===== config.mk =====
export PLATFORM = sky130hd
export DESIGN_NAME = hazard_unit_mc
export DESIGN_NICKNAME = d
export VERILOG_FILES = /design/src/rtl/hazard_pkg.sv /design/src/rtl/hazard_sat_cnt.sv /design/src/rtl/hazard_unit_mc.sv
export SDC_FILE = /design/constraint.sdc
export NUM_CORES = 1
export LEC_CHECK = 0
export BUFFER_PORTS_ARGS = -buffer_cell sky130_fd_sc_hd__buf_2
export CAP_MARGIN = 5
export CORE_ASPECT_RATIO = 0.7
export CORE_MARGIN = 1.5
export CORE_UTILIZATION = 40
export DETAILED_ROUTE_END_ITERATION = 8
export GPL_TIMING_DRIVEN = 0
export PLACE_DENSITY = 0.66
export SKIP_LAST_GASP = 1
export SLEW_MARGIN = 0
export SYNTH_ARGS = -nofsm -noshare
export SYNTH_HDL_FRONTEND = slang
export SYNTH_SLANG_ARGS = --single-unit

===== constraint.sdc =====
create_clock -name clk_i -period 4.1 [get_ports clk_i]
set_input_delay 1.025 -clock clk_i [delete_from_list [all_inputs] [get_ports clk_i]]
set_output_delay 1.025 -clock clk_i [all_outputs]
set_load 0.05 [all_outputs]

===== src/rtl/hazard_pkg.sv =====
// Shared types and encodings for the ID-stage hazard unit.
// Pure declarations: no latency, no flow control.
package hazard_pkg;

  localparam int RA_W_DEF = 5;

  typedef enum logic {
    RUN  = 1'b0,
    HOLD = 1'b1
  } hz_state_e;

  localparam logic [1:0] CAUSE_NONE = 2'd0;
  localparam logic [1:0] CAUSE_LU   = 2'd1;
  localparam logic [1:0] CAUSE_BR   = 2'd2;
  localparam logic [1:0] CAUSE_FRZ  = 2'd3;

endpackage


===== src/rtl/hazard_sat_cnt.sv =====
// Saturating event counter; counts one per enabled cycle and sticks at all-ones.
// Latency: one clock from enable to count; no backpressure, async active-low clear.
module hazard_sat_cnt #(
  parameter int CNT_W = 16
) (
  input  logic             clk,
  input  logic             arst_n,
  input  logic             en,
  output logic [CNT_W-1:0] cnt
);

  always_ff @(posedge clk or negedge arst_n) begin
    if (!arst_n) begin
      cnt <= '0;
    end else if (en && (cnt != {CNT_W{1'b1}})) begin
      cnt <= cnt + CNT_W'(1);
    end
  end

endmodule


===== src/rtl/hazard_unit_mc.sv =====
// ID-stage hazard unit: load-use / branch-operand stalls, multi-cycle hold FSM, dmem freeze overlay.
// Latency: combinational detection to write enables; freeze overrides stalls and pauses the hold counter.
module hazard_unit_mc
  import hazard_pkg::*;
#(
  parameter int RA_W     = RA_W_DEF,
  parameter int LOAD_LAT = 1,
  parameter int BR_IN_ID = 1,
  parameter int CNT_W    = 16
) (
  input  logic             clk_i,
  input  logic             rst_i,
  input  logic [RA_W-1:0]  id_rs_i,
  input  logic [RA_W-1:0]  id_rt_i,
  input  logic             id_use_rs_i,
  input  logic             id_use_rt_i,
  input  logic             id_branch_i,
  input  logic             ex_memrd_i,
  input  logic             ex_regwr_i,
  input  logic [RA_W-1:0]  ex_rd_i,
  input  logic             mem_memrd_i,
  input  logic [RA_W-1:0]  mem_rd_i,
  input  logic             dmem_stall_i,
  output logic             pc_wr_o,
  output logic             if_id_wr_o,
  output logic             id_ex_bubble_o,
  output logic             pipe_freeze_o,
  output logic             is_stall_o,
  output logic [1:0]       stall_cause_o,
  output logic [CNT_W-1:0] stall_cnt_o,
  output logic [CNT_W-1:0] freeze_cnt_o
);

  localparam logic       BR_EN = (BR_IN_ID != 0);
  localparam logic [2:0] LU_N  = 3'(LOAD_LAT);
  localparam logic [2:0] BL_N  = 3'(LOAD_LAT + 1);

  hz_state_e  state_q;
  logic [1:0] rem_q;
  logic [1:0] cause_q;

  logic       m_ex, m_mem;
  logic       lu, be, bl, bm;
  logic       br_hit, haz;
  logic [2:0] need;
  logic [1:0] haz_cause;

  // Register 0 is hard-wired, so it never creates a dependency.
  assign m_ex  = ((id_use_rs_i && (id_rs_i == ex_rd_i)) ||
                  (id_use_rt_i && (id_rt_i == ex_rd_i))) && (ex_rd_i != '0);
  assign m_mem = ((id_use_rs_i && (id_rs_i == mem_rd_i)) ||
                  (id_use_rt_i && (id_rt_i == mem_rd_i))) && (mem_rd_i != '0);

  assign lu = ex_memrd_i && m_ex;
  assign be = BR_EN && id_branch_i && ex_regwr_i && !ex_memrd_i && m_ex;
  assign bl = BR_EN && id_branch_i && ex_memrd_i && m_ex;
  assign bm = BR_EN && id_branch_i && mem_memrd_i && m_mem;

  assign br_hit    = be || bl || bm;
  assign haz_cause = br_hit ? CAUSE_BR : CAUSE_LU;
  assign haz       = (need != 3'd0);

  always_comb begin
    need = 3'd0;
    if (lu && (LU_N > need)) need = LU_N;
    if (bl && (BL_N > need)) need = BL_N;
    if ((be || bm) && (need < 3'd1)) need = 3'd1;
  end

  // The first bubble is issued from RUN; HOLD covers the remaining need-1.
  always_ff @(posedge clk_i or negedge rst_i) begin
    if (!rst_i) begin
      state_q <= RUN;
      rem_q   <= 2'd0;
      cause_q <= CAUSE_NONE;
    end else if (!dmem_stall_i) begin
      case (state_q)
        RUN: begin
          if (haz && (need > 3'd1)) begin
            state_q <= HOLD;
            rem_q   <= 2'(need - 3'd1);
            cause_q <= haz_cause;
          end
        end
        HOLD: begin
          rem_q <= rem_q - 2'd1;
          if (rem_q == 2'd1) state_q <= RUN;
        end
        default: state_q <= RUN;
      endcase
    end
  end

  always_comb begin
    pc_wr_o        = 1'b1;
    if_id_wr_o     = 1'b1;
    id_ex_bubble_o = 1'b0;
    pipe_freeze_o  = 1'b0;
    is_stall_o     = 1'b0;
    stall_cause_o  = CAUSE_NONE;
    if (!rst_i) begin
      pc_wr_o        = 1'b0;
      if_id_wr_o     = 1'b0;
      id_ex_bubble_o = 1'b1;
    end else if (dmem_stall_i) begin
      pc_wr_o       = 1'b0;
      if_id_wr_o    = 1'b0;
      pipe_freeze_o = 1'b1;
      stall_cause_o = CAUSE_FRZ;
    end else if (state_q == HOLD) begin
      pc_wr_o        = 1'b0;
      if_id_wr_o     = 1'b0;
      id_ex_bubble_o = 1'b1;
      is_stall_o     = 1'b1;
      stall_cause_o  = cause_q;
    end else if (haz) begin
      pc_wr_o        = 1'b0;
      if_id_wr_o     = 1'b0;
      id_ex_bubble_o = 1'b1;
      is_stall_o     = 1'b1;
      stall_cause_o  = haz_cause;
    end
  end

  hazard_sat_cnt #(.CNT_W(CNT_W)) u_stall_cnt (
    .clk    (clk_i),
    .arst_n (rst_i),
    .en     (is_stall_o),
    .cnt    (stall_cnt_o)
  );

  hazard_sat_cnt #(.CNT_W(CNT_W)) u_freeze_cnt (
    .clk    (clk_i),
    .arst_n (rst_i),
    .en     (pipe_freeze_o),
    .cnt    (freeze_cnt_o)
  );

endmodule


# Yosys cells after proc, flatten, opt, wreduce, memory -nomap -nowiden
# Cells that the tools add are included.
# op_classes
n_eq_ne	8
n_addsub	4
muxes	24
magnitude_cmp	3
n_div	0
n_bitwise	2
n_mul	0
reduce_logical	30
n_shift	0
# op_table
cell	count
$add 16x1->16 const B	2
$ne 16x16->1 const B	2
$eq 5x5->1	4
$logic_and 1x1->1	19
$mux 2	8
$mux 1	14
$reduce_bool 5->1	2
$logic_or 1x1->1	5
$pmux 2 s2	1
$sub 2x1->2 const B	2
$reduce_and 3->1	1
$reduce_bool 3->1	1
$eq 2x1->1 const B	1
$gt 2x1->1 const A	1
$gt 2x1->1 const B	1
$lt 2x1->1 const B	1
$ne 2x2->1 const B	1
$not 1->1	2
$pmux 1 s2	1
$reduce_and 2->1	1
$logic_not 1->1	1
# totals
word_cells	76
input_bits	29
ff_bits	37
latchBits	0
mem_bits_ro	0
mem_bits_rw	0
memories	0

# Longest topological paths before layout
# Gate-level depths: netlist (run 1).
# depth
ltp_word	18
ltp_mapped	14
depth_no_buf	14

# By module
# A second synthesis (run 1) with hierarchy kept.
# unflattened
hier_cells	225
area_unflattened_um2	2397.3
# by_module_without_submodules
module	area_per_inst_um2	seq_area_each_um2	cells_per_inst	n_inst
hazard_sat_cnt	859.6	400.4	72	2
hazard_unit_mc	678.2	125.1	81	1

# Worst setup path after synthesis (run 1)
# No wires, ideal clock.
# synth_path
path_kind	input to output
startpoint	input ex_rd_i[1]
endpoint	output id_ex_bubble_o
path_buffers	0
path_slack_ns	-0.377
arrival_ns	3.452
cell_stages	8
t_required_ns	3.075
path_cell_list	or4_1 -> o21ai_1 -> nor2_1 -> inv_1 -> o211ai_1 -> ha_1 -> nor2b_1 -> o21ai_0
# synth_between
elab_chain_cells	17
word_cells_on_any_way	23
cone_classes	2 x order compare; 2 x eq/ne; 7 x mux; 12 x reduce/logical
# synth_lines
element	line_no	text
start: declaration	hazard_unit_mc.sv:20	input logic [RA_W-1:0] ex_rd_i,
$eq 5x5->1, on equally long branches	hazard_unit_mc.sv:49, hazard_unit_mc.sv:50	
$logic_and 1x1->1, on equally long branches	hazard_unit_mc.sv:49, hazard_unit_mc.sv:50	
$logic_or 1x1->1	hazard_unit_mc.sv:49	assign m_ex = ((id_use_rs_i && (id_rs_i == ex_rd_i)) ||
$logic_and 1x1->1 (*)	hazard_unit_mc.sv:50	(id_use_rt_i && (id_rt_i == ex_rd_i))) && (ex_rd_i != '0);
$logic_and 1x1->1	hazard_unit_mc.sv:54	assign lu = ex_memrd_i && m_ex;
$mux 1	hazard_unit_mc.sv:65	if (lu && (LU_N > need)) need = LU_N;
$gt 2x1->1	hazard_unit_mc.sv:66	if (bl && (BL_N > need)) need = BL_N;
$logic_and 1x1->1	hazard_unit_mc.sv:66	
$mux 2	hazard_unit_mc.sv:66	
$lt 2x1->1	hazard_unit_mc.sv:67	if ((be || bm) && (need < 3'd1)) need = 3'd1;
$logic_and 1x1->1	hazard_unit_mc.sv:67	
$mux 2 (*)	hazard_unit_mc.sv:67	
$reduce_bool 3->1 (*)	hazard_unit_mc.sv:61	assign haz = (need != 3'd0);
$mux 1 (*)	hazard_unit_mc.sv:116	end else if (haz) begin
$mux 1 (*)	hazard_unit_mc.sv:110	end else if (state_q == HOLD) begin
$mux 1 (*)	hazard_unit_mc.sv:105	end else if (dmem_stall_i) begin
$mux 1 (*)	hazard_unit_mc.sv:101	if (!rst_i) begin
end: declaration	hazard_unit_mc.sv:26	output logic id_ex_bubble_o,
# Every way passes the cells marked *; elsewhere a longest branch is shown, timed or not.

# Worst setup path after layout (run 1)
# layout_path
startpoint	input mem_rd_i[2]
endpoint	output is_stall_o
# layout_between
elab_chain_cells	13
word_cells_on_any_way	16
cone_classes	2 x eq/ne; 5 x mux; 9 x reduce/logical
# layout_lines
element	line_no	text
start: declaration	hazard_unit_mc.sv:22	input logic [RA_W-1:0] mem_rd_i,
$eq 5x5->1, on equally long branches	hazard_unit_mc.sv:51, hazard_unit_mc.sv:52	
$logic_and 1x1->1, on equally long branches	hazard_unit_mc.sv:51, hazard_unit_mc.sv:52	
$logic_or 1x1->1	hazard_unit_mc.sv:51	assign m_mem = ((id_use_rs_i && (id_rs_i == mem_rd_i)) ||
$logic_and 1x1->1 (*)	hazard_unit_mc.sv:52	(id_use_rt_i && (id_rt_i == mem_rd_i))) && (mem_rd_i != '0);
$logic_and 1x1->1 (*)	hazard_unit_mc.sv:57	assign bm = BR_EN && id_branch_i && mem_memrd_i && m_mem;
$logic_or 1x1->1 (*)	hazard_unit_mc.sv:67	
$logic_and 1x1->1 (*)	hazard_unit_mc.sv:67	
$mux 2 (*)	hazard_unit_mc.sv:67	
$reduce_bool 3->1 (*)	hazard_unit_mc.sv:61	
$mux 1 (*)	hazard_unit_mc.sv:116	
$mux 1 (*)	hazard_unit_mc.sv:110	
$mux 1 (*)	hazard_unit_mc.sv:105	
$mux 1 (*)	hazard_unit_mc.sv:101	
end: declaration	hazard_unit_mc.sv:28	output logic is_stall_o,
# Marks and branches as above.

==> results.ini, run 1 <==
[floorplanning]
ioPinCount = 68
initial_core_util_pct = 42.81
core_sq_um = 4913
die_w_um = 89.67
fp.dieH_um = 63.67
rows = 21
dieArea_sq_um = 5709

[final_layout]
final_cell_count_no_fill = 356
final_nets = 319
area_delta_synth_final_pct = 27.19
ff_latch_area_sq_um = 925.9
fin_util_pct = 54.44
fillCellCount = 480
multiInputGateArea_sq_um = 1162
layout-drive-gt1-share_pct = 33.80
antenna-diode-count = 0
final_area_sq_um = 2675

[sta]
skew_ns = 0.01209
finalHoldViolCount = 0
post-route-min-period_ns = 3.988
finalMaxSlewViolations = 0
tightestPinTransition_ns = 0.8918
relSlewSlack_pct = 40.55
period_share_pct = 97.28
layout_setup_ws_ns = 0.1117
setup-tns-final_ns = 0
max_freq_mhz = 250.7
setup_violations = 0

[clock_tree]
cts_root_buf = clkbuf_8
cts_inserted_buffers = 5
clock-sinks = 37
tritoncts = done
clockBufferDepth = 2
insertion_delay_ns = 0.29
path_clk_slew_ns = 0.07
h-tree-depth = 2

[power]
p_per_area_nw_per_um2 = 396.7
ir_drop_v = 0.0003120
p_leak_nw = 1.318

[critical_path]
r2r-start = u_freeze_cnt.cnt[0]
arrival_ns = 2.96
critPathLaunchType = input pin
crit_fanout = 3
worst-r2r-cell-count = 8
critPathKind = input pin to output pin
required_ns = 3.07
reg2reg_slack_ns = 2.08
reg2reg_to = u_freeze_cnt.cnt[15]
cp-end-kind = output pin

[synthesis]
netlist_area_sq_um = 2103
ys_ff_latch = 37
syn_nets = 245
synthTopCellsByArea = dfrtp_1 44%, xnor2_1 12%, xor2_1 8.3%
yosysUniqueCellTypes = 40
seq_area_frac_synth_pct = 44.02
synth_edf_count = 0
yosysTopAreaCell = dfrtp_1
synth-warning-count = 0
ys.flop_type = dfrtp_1
async_flop_share_pct = 100.0
syn-instance-count = 212
yosysTopAreaCellShare_pct = 44.02
avgSynthCellArea_sq_um = 9.921

[placement]
placement.io_buffers = 66
place_congestion = 0.9043
placed_area_sq_um = 2526
hpwl_um = 3555
placed_cells = 347
dp_slack_ns = -0.1242

[run]
cap_violations = 0

[global_route]
overflow = 0
track_usage_pct = 17.46
grt_first_pass_wirelength_um = 7700
grt_pass1_vias = 1673
antenna_found_initial = 0
grt_max_degree = 44
grtUsageMet1_pct = 25.72
gr-usage-met2_pct = 24.25
grt_use_met3_pct = 5.767
busiest_layer = met1

[detailed_routing]
drtPass1Iterations = 4
drt_first_iter_violations = 73
via_per_inst = 4.882
ant_nets = 0
vias = 1738
route.detailed.drc = 0
totalWireLength_um = 4494
wire_per_inst_um = 12.62

[min_path]
hold_end = cause_q[1]
hp-class = register to register
min_from = cause_q[1]
hold_path_depth = 1

[run_status]
status = finished clean

-- cell type report --
| cell class | instances | area share, % |
|---|---|---|
| multi-input combinational | 162 | 43.45 |
| sequential | 37 | 34.61 |
| timing repair buffer | 67 | 13.19 |
| tap | 69 | 3.227 |
| clock buffer | 5 | 2.572 |
| inverter | 10 | 1.403 |
| buffer | 3 | 0.8887 |
| clock inverter | 3 | 0.6548 |
-- per-stage QoR --
stage	hold WS (ns)	total power, mW
global placement	0.4487	0.8122
floorplan	0.4280	0.7205
CTS	0.4672	1.066
finish	0.4660	1.061
global route	0.4940	1.126
detailed placement	0.4484	0.8175
-- layer usage --
| metal | vias to the layer above | share of wire (%) |
|---|---|---|
| li1 | 884 | - |
| met1 | 806 | 51 |
| met2 | 42 | 42 |
| met3 | 6 | 6.0 |
| met4 | 0 | 0.93 |
| met5 | - | 0 |
-- where the power goes --
| part | internal (mW) | switching, mW |
|---|---|---|
| combinational | 0.109 | 0.231 |
| clock | 0.117 | 0.131 |
| sequential | 0.413 | 0.0595 |
| total | 0.639 | 0.422 |
-- worst max path at each step --
stage / start / endpoint / cells past startpoint
after CTS: ex_rd_i[1] / stall_cause_o[0] / 11
final: mem_rd_i[2] / is_stall_o / 11
after detailed placement: ex_rd_i[1] / stall_cause_o[0] / 11
after global placement: id_rt_i[0] / stall_cause_o[0] / 12
after global routing: id_rt_i[2] / is_stall_o / 11
after floorplan: ex_rd_i[1] / id_ex_bubble_o / 8
-- logic make-up (layout without fill, tap and decap cells) --
| logic type | Yosys count | in the layout | share of synthesized area [%] |
|---|---|---|---|
| fa+ha+maj | 4 | 4 | 2.380 |
| flops | 37 | 37 | 44.02 |
| simple gates | 85 | 85 | 21.48 |
| compound gates | 22 | 22 | 7.614 |
| buf+inv | 13 | 88 | 2.915 |
| xor+xnor | 48 | 48 | 19.99 |
| mux | 3 | 3 | 1.606 |
-- worst max-delay path: stages --
cell      delay, ns
buf_2          0.13
xor2_1         0.15
nor4_2         0.34
nand3_1        0.12
a21o_1         0.21
o21ai_0        0.08
o211ai_1       0.11
ha_2           0.20
nor2b_1        0.15
nor3_2         0.26
buf_6          0.20
-- cell usage in the layout, fill, tap and decap left out, types with 5 or more instances in the layout --
| cell | n |
|---|---|
| nor2_1 | 11 |
| nand3_1 | 14 |
| clkbuf_8 | 5 |
| inv_1 | 9 |
| nor3_1 | 5 |
| nand4_1 | 9 |
| nand2_1 | 21 |
| buf_2 | 64 |
| xor2_1 | 20 |
| dfrtp_1 | 37 |
| xnor2_1 | 28 |
-- cell usage after synthesis (3+ instances only) --
library cell / number
nand3_1: 14
xor2_1: 20
xnor2_1: 28
o21ai_0: 4
nor4_1: 4
mux2_2: 3
ha_1: 4
dfrtp_1: 37
nand2b_1: 3
nand2_1: 21
nand4_1: 9
nor3_1: 5
a21oi_1: 3
and3_1: 4
nor2_1: 13
inv_1: 10
-- repair_timing --
item | 4_1_cts | 5_1_grt
setup endpoints to repair | 3 | 6
hold buffers | 0 | 0
pin swaps | 0 | 7
resized for setup | 4 | 12
setup buffers | 0 | 1
hold endpoints to repair | 0 | 0
-- registers in the layout, summed over array words and instances (netlist names) --
signal	count
u_freeze_cnt.cnt	16
state_q	1
rem_q	2
u_stall_cnt.cnt	16
cause_q	2
Power figures use the tool's default switching activity.
==> run 2: changes to the inputs <==
--- a/config.mk
+++ b/config.mk
@@ -5,6 +5,7 @@
 export SDC_FILE = /design/constraint.sdc
 export NUM_CORES = 1
 export LEC_CHECK = 0
+export ABC_AREA = 1
 export BUFFER_PORTS_ARGS = -buffer_cell sky130_fd_sc_hd__buf_2
 export CAP_MARGIN = 5
 export CORE_ASPECT_RATIO = 0.7
@@ -12,7 +13,7 @@
 export CORE_UTILIZATION = 40
 export DETAILED_ROUTE_END_ITERATION = 8
 export GPL_TIMING_DRIVEN = 0
-export PLACE_DENSITY = 0.66
+export PLACE_DENSITY = 0.68
 export SKIP_LAST_GASP = 1
 export SLEW_MARGIN = 0
 export SYNTH_ARGS = -nofsm -noshare
==> constraint.sdc (replaced) <==
create_clock -name clk_i -period 3.2 [get_ports clk_i]
set_input_delay 0.8 -clock clk_i [delete_from_list [all_inputs] [get_ports clk_i]]
set_output_delay 0.8 -clock clk_i [all_outputs]
set_load 0.05 [all_outputs]
==> results.ini, run 2 <==
[run_status]
status = complete, but fails checks
violations = negative setup slack

[clock_tree]
cts_root_buf = clkbuf_8
insertion_delay_ns = 0.29  ; about the same
path_clk_slew_ns = 0.08  ; about the same
cts_inserted_buffers = 5  ; unchanged
tritoncts = done
h-tree-depth = 2  ; unchanged
clock-sinks = 37  ; unchanged
clockBufferDepth = 2  ; unchanged

[floorplanning]
dieArea_sq_um = 6451  ; +13%
core_sq_um = 5756  ; +17%
rows = 23  ; +9.5%
fp.dieH_um = 67.65  ; +6.3%
initial_core_util_pct = 41.50  ; -1.3 points
die_w_um = 95.36  ; +6.3%
ioPinCount = 68  ; unchanged

[synthesis]
avgSynthCellArea_sq_um = 7.705  ; -22%
syn-instance-count = 310  ; +46%
seq_area_frac_synth_pct = 38.76  ; -5.3 points
yosysTopAreaCell = dfrtp_1
ys.flop_type = dfrtp_1
yosysUniqueCellTypes = 32  ; -20%
async_flop_share_pct = 100.0  ; unchanged
synth_edf_count = 0  ; unchanged
syn_nets = 343  ; +40%
post-synth-top-count-cell = nand2_1
yosys-top-cells-count = 81 x nand2_1, 38 x inv_1, 37 x dfrtp_1
yosysTopAreaCellShare_pct = 38.76  ; -5.3 points
ys_ff_latch = 37  ; unchanged
synthTopCellsByArea = dfrtp_1 39%, nand2_1 13%, xor2_1 7.3%
synth-warning-count = 0  ; unchanged
netlist_area_sq_um = 2389  ; +14%

[sta]
rsz0062_at_grt = true
setup-tns-final_ns = -0.1422  ; -0.1422 ns
finalMaxSlewViolations = 0  ; unchanged
period_share_pct = 101.6
finalHoldViolCount = 0  ; unchanged
relSlewSlack_pct = 65.47  ; +25 points
skew_ns = 0.008522  ; -0.003570 ns
setup_violations = 3  ; +3
whs_ns = 0.4809  ; +0.01491 ns
max_freq_mhz = 307.5
tightestPinTransition_ns = 0.5180  ; -0.3738 ns
layout_setup_ws_ns = -0.05159  ; -0.1632 ns
post-route-min-period_ns = 3.252

[final_layout]
area_delta_synth_final_pct = 37.51
antenna-diode-count = 0  ; unchanged
final_area_sq_um = 3284  ; +23%
final_nets = 423  ; +33%
fin_util_pct = 57.07  ; +2.6 points
final_cell_mix = 68 x nand2_1, 46 x buf_2, 37 x dfrtp_1
reg_top3 = u_freeze_cnt.cnt: 16 flops, u_stall_cnt.cnt: 16 flops
final_cell_count_no_fill = 466  ; +31%
final_common_cell = nand2_1
layout-drive-gt1-share_pct = 40.92  ; +7.1 points

[detailed_routing]
ant_nets = 0  ; unchanged
wire_per_inst_um = 12.80  ; +1.4%
route.detailed.drc = 0  ; unchanged
totalWireLength_um = 5967  ; +33%
drt_first_iter_violations = 137  ; +88%
vias = 2220  ; +28%
via_per_inst = 4.764  ; -2.4%
drtPass1Iterations = 4  ; unchanged

[critical_path]
cpPeakStageDelay_ns = 0.25  ; -0.09 ns
required_ns = 2.40  ; -0.67 ns
arrival_ns = 2.45  ; -0.51 ns
critPathKind = input pin to output pin
reg2reg_to = u_stall_cnt.cnt[8]
timing.critical_path.buf_inv = 3  ; +1
cp_top_family = simple AND/OR/NAND/NOR gates
critPathLaunchType = input pin
r2r-start = state_q
crit_fanout = 4  ; +1
reg2reg_slack_ns = 1.53  ; -0.55 ns
worst-r2r-cell-count = 11  ; +3
cp-end-kind = output pin
path_cells = buf_8 > inv_4 > nand2_4 > nand2_4 > nor2_4 > nand3_2 > nand2_4 > nand3_2 > a31o_4 > ha_4 > nor2_4 > nand3_2 > a21oi_4 > buf_6
crit_slowest_cell = a31o_4

[power]
swShare_pct = 41.63  ; +1.9 points
seqPwrFrac_pct = 42.0  ; -2.5 points
power_mw = 1.456  ; +37%
power_frac_clock_pct = 22.2  ; -1.2 points
p_per_area_nw_per_um2 = 443.4  ; +12%
p_leak_nw = 1.787  ; +36%
ir_drop_v = 0.0003972  ; +27%
p_switching_mw = 0.6062  ; +44%
p_int_mw = 0.8500  ; +33%
comb_power_share_pct = 35.7  ; +3.6 points

[global_route]
antenna_found_initial = 0  ; unchanged
grt_first_pass_wirelength_um = 9301  ; +21%
grt_max_degree = 42  ; -4.5%
overflow = 0  ; unchanged
track_usage_pct = 19.11  ; +1.7 points
grt_pass1_vias = 1992  ; +19%

[placement]
dp_slack_ns = -0.3243  ; -0.2001 ns
placed_cells = 452  ; +30%
place_congestion = 0.9251  ; +2.3%
hpwl_um = 4245  ; +19%
placed_area_sq_um = 2858  ; +13%
placement.io_buffers = 67  ; +1.5%

[run]
cap_violations = 0  ; unchanged

[min_path]
hp-class = input pin to asynchronous set/reset pin

[run 2: changes by cell type after synthesis, sizes merged, moves of 5 or more]
cell and delta:
xnor2 -17, nand4 -6, nor2 +24, nand3 +14, nand2 +64, inv +36, nor3 +5
[run 2: how the worst max path moves through the flow]
| stage | from | end | depth (start not counted) |
|---|---|---|---|
| 2_1_floorplan | ex_rd_i[1] | pc_wr_o | 13 |
| 3_3_place_gp | mem_rd_i[2] | stall_cause_o[0] | 13 |
| 3_5_place_dp | ex_rd_i[4] | stall_cause_o[0] | 14 |
| 4_1_cts | ex_rd_i[4] | stall_cause_o[0] | 14 |
| 5_1_grt | mem_rd_i[4] | stall_cause_o[0] | 13 |
| 6_report | id_rt_i[3] | stall_cause_o[0] | 14 |
[run 2: worst reg2reg max path: cells and delay by family (launching register included)]
family / cells / cell delay, ns
buf+inv: 5 / 0.63
flops: 1 / 0.33
xor+xnor: 1 / 0.15
simple gates: 5 / 0.46
[run 2: power by group through the flow]
stage / sequential (mW) / clock [mW] / combinational [mW]
after detailed placement: 0.621 / 0 / 0.472
after global placement: 0.617 / 0 / 0.464
after CTS: 0.613 / 0.337 / 0.494
final: 0.612 / 0.324 / 0.520
after global routing: 0.626 / 0.362 / 0.564
after floorplan: 0.774 / 0 / 0.187
[run 2: kinds of logic after synthesis]
family                     share of synthesized area [%]
buffers and inverters                              8.172
DFF                                                38.76
adders and majority gates                          2.095
and+or+nand+nor                                    34.78
AOI/OAI and AO/OA                                  4.348
xor gates and xnor gates                           11.37
muxes                                             0.4714
[run 2: repair_timing]
action | 4_1_cts | 5_1_grt
setup buffers | 3 | 3
pin swaps | 20 | 30
setup endpoints to repair | 6 | 6
gates resized for setup | 45 | 46
hold buffers | 0 | 0
cloned | 0 | 0
[run 2: cell type report]
type,count,area [sq um]
fill,529,2471
timing repair buffer,73,515.5
sequential,37,925.9
clock inverter,3,17.52
tap,75,93.84
inverter,46,180.2
multi-input combinational,224,1456
buffer,3,26.28
clock buffer,5,68.82
[run 2: per-layer routing]
layer  share of wire [%]  vias to the layer above  global-route usage [%]  wire length [um]
met1                  50                     1012                   26.99              3009
met5                   0                        -                       0                 0
met2                  43                       60                   28.55              2570
met3                 5.0                        9                   4.279               296
met4                 1.5                        0                   6.716                90
li1                    -                     1139                       -                 -
